--- src/rtl/pc_redirect_ctrl.sv ---
// Next-PC redirect sequencer: boot, branch/jump resolution against the ALU compare,
// and trap redirects, presented to IF over a valid/ready handshake.
module pc_redirect_ctrl #(
  parameter logic [31:0] BOOT_ADDR   = 32'h0000_0080,
  parameter int unsigned CMP_TIMEOUT = 16
) (
  input  logic        clk_i,
  input  logic        rst_ni,
  input  logic        br_valid_i,
  output logic        br_ready_o,
  input  logic [31:0] br_operand_a_i,
  input  logic [31:0] br_operand_b_i,
  input  logic        br_cond_i,
  input  logic        cmp_valid_i,
  input  logic        cmp_result_i,
  input  logic        trap_req_i,
  input  logic [31:0] trap_addr_i,
  output logic        trap_ack_o,
  output logic        redir_valid_o,
  input  logic        redir_ready_i,
  output logic [31:0] redir_pc_o,
  output logic        redir_taken_o,
  output logic        busy_o,
  output logic        cmp_timeout_o
);

  localparam int unsigned CW = $clog2(CMP_TIMEOUT) + 1;

  typedef enum logic [1:0] {
    S_BOOT,
    S_IDLE,
    S_WAIT_CMP,
    S_REDIRECT
  } state_e;

  state_e        state_q, state_d;
  logic [31:0]   pc_q, pc_d;
  logic          taken_q, taken_d;
  logic          ack_q, ack_d;
  logic          tmo_q, tmo_d;
  logic [CW-1:0] cnt_q, cnt_d;
  logic [31:0]   a_q, a_d;
  logic [31:0]   b_q, b_d;

  always_ff @(posedge clk_i or negedge rst_ni) begin
    if (!rst_ni) begin
      state_q <= S_BOOT;
      pc_q    <= BOOT_ADDR;
      taken_q <= 1'b0;
      ack_q   <= 1'b0;
      tmo_q   <= 1'b0;
      cnt_q   <= '0;
      a_q     <= '0;
      b_q     <= '0;
    end else begin
      state_q <= state_d;
      pc_q    <= pc_d;
      taken_q <= taken_d;
      ack_q   <= ack_d;
      tmo_q   <= tmo_d;
      cnt_q   <= cnt_d;
      a_q     <= a_d;
      b_q     <= b_d;
    end
  end

  always_comb begin
    state_d    = state_q;
    pc_d       = pc_q;
    taken_d    = taken_q;
    ack_d      = 1'b0;
    tmo_d      = tmo_q;
    cnt_d      = cnt_q;
    a_d        = a_q;
    b_d        = b_q;
    br_ready_o = (state_q == S_IDLE) && !trap_req_i;

    unique case (state_q)
      S_BOOT: begin
        state_d = S_REDIRECT;
        pc_d    = BOOT_ADDR;
        taken_d = 1'b1;
      end
      S_IDLE: begin
        // Trap has strict priority; br_ready_o is already low while it is pending.
        if (trap_req_i) begin
          state_d = S_REDIRECT;
          pc_d    = trap_addr_i & ~32'h3;
          taken_d = 1'b1;
          ack_d   = 1'b1;
        end else if (br_valid_i) begin
          if (!br_cond_i) begin
            state_d = S_REDIRECT;
            pc_d    = br_operand_a_i + br_operand_b_i;
            taken_d = 1'b1;
          end else if (cmp_valid_i) begin
            state_d = S_REDIRECT;
            pc_d    = cmp_result_i ? (br_operand_a_i + br_operand_b_i)
                                   : (br_operand_a_i + 32'd4);
            taken_d = cmp_result_i;
          end else begin
            state_d = S_WAIT_CMP;
            a_d     = br_operand_a_i;
            b_d     = br_operand_b_i;
            cnt_d   = '0;
          end
        end
      end
      S_WAIT_CMP: begin
        cnt_d = cnt_q + CW'(1);
        if (trap_req_i) begin
          state_d = S_REDIRECT;
          pc_d    = trap_addr_i & ~32'h3;
          taken_d = 1'b1;
          ack_d   = 1'b1;
        end else if (cmp_valid_i) begin
          state_d = S_REDIRECT;
          pc_d    = cmp_result_i ? (a_q + b_q) : (a_q + 32'd4);
          taken_d = cmp_result_i;
        end else if (cnt_q == CW'(CMP_TIMEOUT - 1)) begin
          state_d = S_REDIRECT;
          pc_d    = a_q + 32'd4;
          taken_d = 1'b0;
          tmo_d   = 1'b1;
        end
      end
      S_REDIRECT: begin
        if (redir_ready_i) begin
          state_d = S_IDLE;
        end
      end
      default: state_d = S_BOOT;
    endcase
  end

  assign redir_valid_o = (state_q == S_REDIRECT);
  assign redir_pc_o    = pc_q;
  assign redir_taken_o = taken_q;
  assign trap_ack_o    = ack_q;
  assign busy_o        = (state_q != S_IDLE);
  assign cmp_timeout_o = tmo_q;

endmodule
--- config.mk ---
export PLATFORM = sky130hd
export DESIGN_NAME = pc_redirect_ctrl
export DESIGN_NICKNAME = d
export VERILOG_FILES = /design/src/rtl/pc_redirect_ctrl.sv
export SDC_FILE = /design/constraint.sdc
export NUM_CORES = 1
export LEC_CHECK = 0
export CORE_UTILIZATION = 65
export DETAILED_ROUTE_END_ITERATION = 10
export DONT_BUFFER_PORTS = 1
export PLACE_DENSITY = 0.81
export SLEW_MARGIN = 30
export SYNTH_ARGS = -nofsm -noshare
export SYNTH_HDL_FRONTEND = slang
export SYNTH_SLANG_ARGS = --single-unit
--- constraint.sdc ---
create_clock -name clk_i -period 5.5 [get_ports clk_i]
set_input_delay 1.1 -clock clk_i [delete_from_list [all_inputs] [get_ports clk_i]]
set_output_delay 1.1 -clock clk_i [all_outputs]
set_load 0.01 [all_outputs]
==> impl_metrics.toml, run 1 <==
[logic_synthesis]
synth_seq_area_share = 0.282
netlist_area_um2 = 9390
yosysWarnings = 0
syn_area_per_cell_um2 = 8.45
ys_ff_latch = 106
synthTopCellsByArea = "dfrtp_1, ha_1, mux2_2"
synth_top_area_share = 0.280
synthFlopType = "dfrtp_1"
synth_top_area_cell = "dfrtp_1"
synth_edf_count = 0
async_reset_ff_frac = 1.00
synthCells = 1112
syn-num-nets = 1288
ys_types = 79
synthTopCellsByCount = "nand2_1, dfrtp_1, a21oi_1"
synth.most_common_cell = "nand2_1"

[finish]
drive_gt1_frac = 0.0987
nNetsFinal = 1265
syn_to_final_growth_pct = 5.27

[setup_path]
crit_chain = "ha_1 > inv_1 > fa_1 > nor2b_1 > o2111ai_1 > a211oi_2 > o211ai_1 > a21oi_1 > a21oi_1 > o22ai_1 > mux2i_1 > a221oi_1 > nor2_1"
cp.buffers_inverters = 1
path_common_cell = "a21oi_1"
rr_startpoint = "state_q[1]"
cp-end-kind = "flop"
crit_type = "in2reg"
startpoint = "br_operand_a_i[0]"
cp-start-kind = "primary input"
max_stage_delay_ns = 0.52
cp_slowest_cell = "a21oi_1"
r2r_slack_ns = 1.82
critical_path.top_delay_family = "compound AO/OA/AOI/OAI gates"
critPathArrivalTime_ns = 4.34
required_ns = 5.75
crit_fanout = 3

[die]
core.rowCount = 43
coreArea_um2 = 14000
dieWidth_um = 122
initial_core_util = 0.672
die_area_um2 = 14900
num_io_pins = 142
die_h_um = 122

[drt]
dr_total_vias = 8839
wire_per_inst_um = 23.1
wl_met2_um = 12500
top_layer = "met4"
wirelength_um = 29500
dr.first_iter.drc_count = 990
met3WireLength_um = 3650
dr.pass1.iters = 6
via_per_inst = 6.92
ant_nets = 0
drc = 0
wl_met1_um = 12400

[global_routing]
antenna_found_initial = 2
grt_pass1_wl_um = 44600
grt_util_all_layers = 0.396
grt_max_degree = 107
overflow = 0
grt_pass1_vias = 8189

[clock_network]
cts_tree = "done"
cts_sinks = 106
root_buffer = "clkbuf_16"
cts_setup_buffers = 0
holdBufCountCts = 0
clk_pin_slew_ns = 0.07
cts_buffers = 9
clockBufferDepth = 2
clock_latency_ns = 0.37
htree_levels = 3
cts_resized = 0

[placed_design]
port-buffer-count = 0
gp_congestion = 0.980
dpl_worst_slack_ns = 1.29
dpl.hpwl_um = 21900

[sta]
setup_viol = 0
layout_min_cycle_time_ns = 4.09
finalSetupTns_ns = 0
min_period_over_period = 0.743
grt_setup_unrepaired = "no"
fmax_mhz = 245
slew_viol_final = 0
finClkSkew_ns = 0.0107
fin_ws_ns = 1.41
tightestPinTransition_ns = 1.06
relSlewSlack = 0.296
report.final.hold_viol_count = 0

[power]
powerDensity_nw_per_um2 = 516
peakVddDrop_v = 0.000267
p_leak_nw = 4.29

[worst_hold_path]
hold_path_class = "in2async"

[job]
maxCapViolations = 0

[outcome]
outcome = "completed"
## placed cells by master (no fill, tap or decap), types with 9 or more instances in the layout
cell / count
buf_4: 11
nand2b_1: 13
a31oi_1: 13
dfrtp_1: 105
o211ai_1: 14
xnor2_1: 47
a221oi_1: 15
inv_1: 30
nand4_1: 20
clkbuf_16: 9
nor3_1: 18
ha_1: 70
xor2_1: 52
a21o_1: 40
nor2b_1: 19
nor2_1: 69
and3_1: 17
o31ai_1: 10
mux2_2: 61
o21bai_1: 11
nand2_1: 111
o21ai_0: 71
a21oi_1: 103
nand3_1: 39
## power by group
group	internal [mW]	total (mW)	switching, mW
Sequential	1.11	1.53	0.418
Clock	0.444	0.758	0.314
Combinational	1.20	2.82	1.62
Total	2.76	5.11	2.35
## state kept, by name, summed over array words and instances (netlist names)
name / count
redir_taken_o: 1
cnt_q: 5
cmp_timeout_o: 1
redir_pc_o: 32
state_q: 2
b_q: 32
trap_ack_o: 1
a_q: 32
## metrics by stage
stage	util	area, um^2	power, mW	hold slack (ns)	cells
final	0.707	9890	5.11	0.427	1277
after CTS	0.706	9880	5.03	0.414	1274
after global placement	0.682	9540	4.19	0.465	1258
after global routing	0.707	9880	5.43	0.410	1275
after floorplan	-	9390	3.58	0.450	1112
after detailed placement	0.682	9540	4.25	0.471	1258
## per-layer routing
layer,global-route usage,vias up
met1,0.549,4176
li1,-,4062
met2,0.578,524
met3,0.134,77
met4,0.130,0
met5,0,-
## final timing paths
check                           depth (start not counted)              to
worst max-delay path                                   13  redir_pc_o[30]
worst min-delay path                                    0          b_q[1]
worst max register to register                          9  redir_pc_o[22]
worst min register to register                          2        cnt_q[4]
max in group asynchronous                               0   redir_pc_o[7]
min in group clk_i                                      2        cnt_q[4]
## kinds of logic after synthesis
kind of cell | count (synthesis) | share of synthesized area
AOI/OAI and AO/OA | 349 | 0.241
and+or+nand+nor | 342 | 0.176
DFF | 106 | 0.282
xor gates and xnor gates | 99 | 0.0923
buffers and inverters | 77 | 0.0313
adders and majority gates | 72 | 0.0975
muxes | 67 | 0.0795
## area by class of cell
type / count / area [um^2]
Fill cell: 1147 / 4100
Tap cell: 180 / 225
Timing Repair Buffer: 11 / 82.6
Multi-Input combinational cell: 929 / 6460
Clock inverter: 7 / 118
Inverter: 32 / 120
Clock buffer: 9 / 225
Antenna cell: 3 / 7.51
Sequential cell: 106 / 2650
No activity file was read; power rests on OpenSTA's default activity.
==> run 2: changes to the inputs <==
- clock period: 5.5 -> 4.1 ns (I/O delays scaled with it)
==> run 2 against run 1 <==
Critical path depth unchanged. Power increased by 31%. Via count about the same. Sequential power rose by 35%. Largest cell class unchanged. Largest power group unchanged. Highest routed layer unchanged.
==> impl_metrics.toml, run 2 (same netlist as run 1, synthesis figures left out) <==
[finish]
fin_cells = 1282
final_util = 0.706
drive_gt1_frac = 0.103
syn_to_final_growth_pct = 5.14
nNetsFinal = 1272
multiInputGateArea_um2 = 6450
final_common_cell = "nand2_1"
layout_common_cells = "nand2_1, dfrtp_1, a21oi_1"
filler_cell_count = 1154
seqCellArea_um2 = 2650
fin_area_um2 = 9880

[setup_path]
cp.buffers_inverters = 2
cp_slowest_cell = "fa_1"
critPathArrivalTime_ns = 3.83
required_ns = 4.37
cp-end-kind = "flop"
critical_path.top_delay_family = "compound AO/OA/AOI/OAI gates"
crit_type = "in2reg"
reg2reg_depth = 13
crit_fanout = 3
worst-path-stages = 13
cp-start-kind = "primary input"
crit_chain = "ha_1 > inv_1 > fa_1 > nor2b_1 > o2111ai_1 > a211oi_2 > o211ai_1 > a21oi_1 > buf_4 > o31ai_1 > a211o_1 > a21o_1 > a32oi_1"
max_stage_delay_ns = 0.41

[sta]
report.final.hold_viol_count = 0
relSlewSlack = 0.420
layout_min_cycle_time_ns = 3.56
tightestPinTransition_ns = 0.868
slew_viol_final = 0
fmax_mhz = 281
holdWs_ns = 0.146
finClkSkew_ns = 0.00567
grt_setup_unrepaired = "no"
setup_viol = 0
finalSetupTns_ns = 0
fin_ws_ns = 0.539
min_period_over_period = 0.869

[clock_network]
cts_setup_buffers = 0
holdBufCountCts = 0
clock_latency_ns = 0.36
cts_sinks = 106
clockBufferDepth = 2
clk_pin_slew_ns = 0.07
cts_tree = "done"
cts_buffers = 9
htree_levels = 3
cts_resized = 0
root_buffer = "clkbuf_16"

[die]
initial_core_util = 0.672
core.rowCount = 43
coreArea_um2 = 14000
num_io_pins = 142
die_area_um2 = 14900
die_h_um = 122
dieWidth_um = 122

[global_routing]
antenna_found_initial = 1
grt_max_degree = 107
grt_util_all_layers = 0.392
grt_pass1_wl_um = 43900
overflow = 0
grt_pass1_vias = 8164

[placed_design]
dpl_worst_slack_ns = 0.285
detailed_place.area_um2 = 9600
gp_congestion = 0.985
dpl.hpwl_um = 22000
port-buffer-count = 0
dp_cells = 1265

[power]
total_power_mw = 6.68
powerDensity_nw_per_um2 = 677
peakVddDrop_v = 0.000384
p_leak_nw = 4.31

[drt]
dr_total_vias = 8847
ant_nets = 0
drc = 0
wire_per_inst_um = 22.8
dr.first_iter.drc_count = 898
wirelength_um = 29200
dr.pass1.iters = 6
via_per_inst = 6.90

[job]
maxCapViolations = 0

[outcome]
outcome = "completed"

[worst_hold_path]
hold_path_class = "in2async"
[run 2: cell count changes in the layout (fill, tap and decap cells not counted), sizes merged]
cell	change
buf	+7
clkbuf	+2
clkinv	+2
bufinv	-3
clkinvlp	-1
diode	-2
[run 2: per-layer routing]
metal  wire (um)  track usage  vias up  part of all wire
met5           0            0        -                 0
met4        1080        0.169        0             0.037
met3        3640        0.125       91              0.12
met2       12300        0.566      501              0.42
met1       12200        0.537     4197              0.42
li1            -            -     4058                 -
[run 2: final timing paths]
| kind | startpoint | to | slack, ns |
|---|---|---|---|
| setup / recovery | br_operand_a_i[0] | redir_pc_o[28] | 0.54 |
| hold / removal | rst_ni | b_q[3] | 0.15 |
| setup reg to reg | a_q[0] | redir_pc_o[30] | 0.71 |
| hold reg to reg | cnt_q[4] | cnt_q[4] | 0.51 |
| max in group asynchronous | rst_ni | redir_pc_o[7] | 3.76 |
| min in group clk_i | cnt_q[4] | cnt_q[4] | 0.51 |
[run 2: power by group]
part	leakage, nW	switching (mW)	internal [mW]	total [mW]
registers	1.34	0.566	1.49	2.06
logic	2.83	2.16	1.63	3.79
clock network	0.131	0.407	0.426	0.833
total	4.31	3.13	3.55	6.68
[run 2: final cells by class]
class	count	area share
Antenna cell	1	0.000253
Tap cell	180	0.0228
Sequential cell	106	0.269
Inverter	32	0.0122
Timing Repair Buffer	18	0.0149
Clock buffer	11	0.0246
Multi-Input combinational cell	929	0.654
Clock inverter	5	0.00304
==> run 3: changes to the inputs <==
- SKIP_CTS_REPAIR_TIMING: unset -> 1
==> results of run 3 <==
Same layout as run 2: the final DEF is identical, and so are final timing and power.
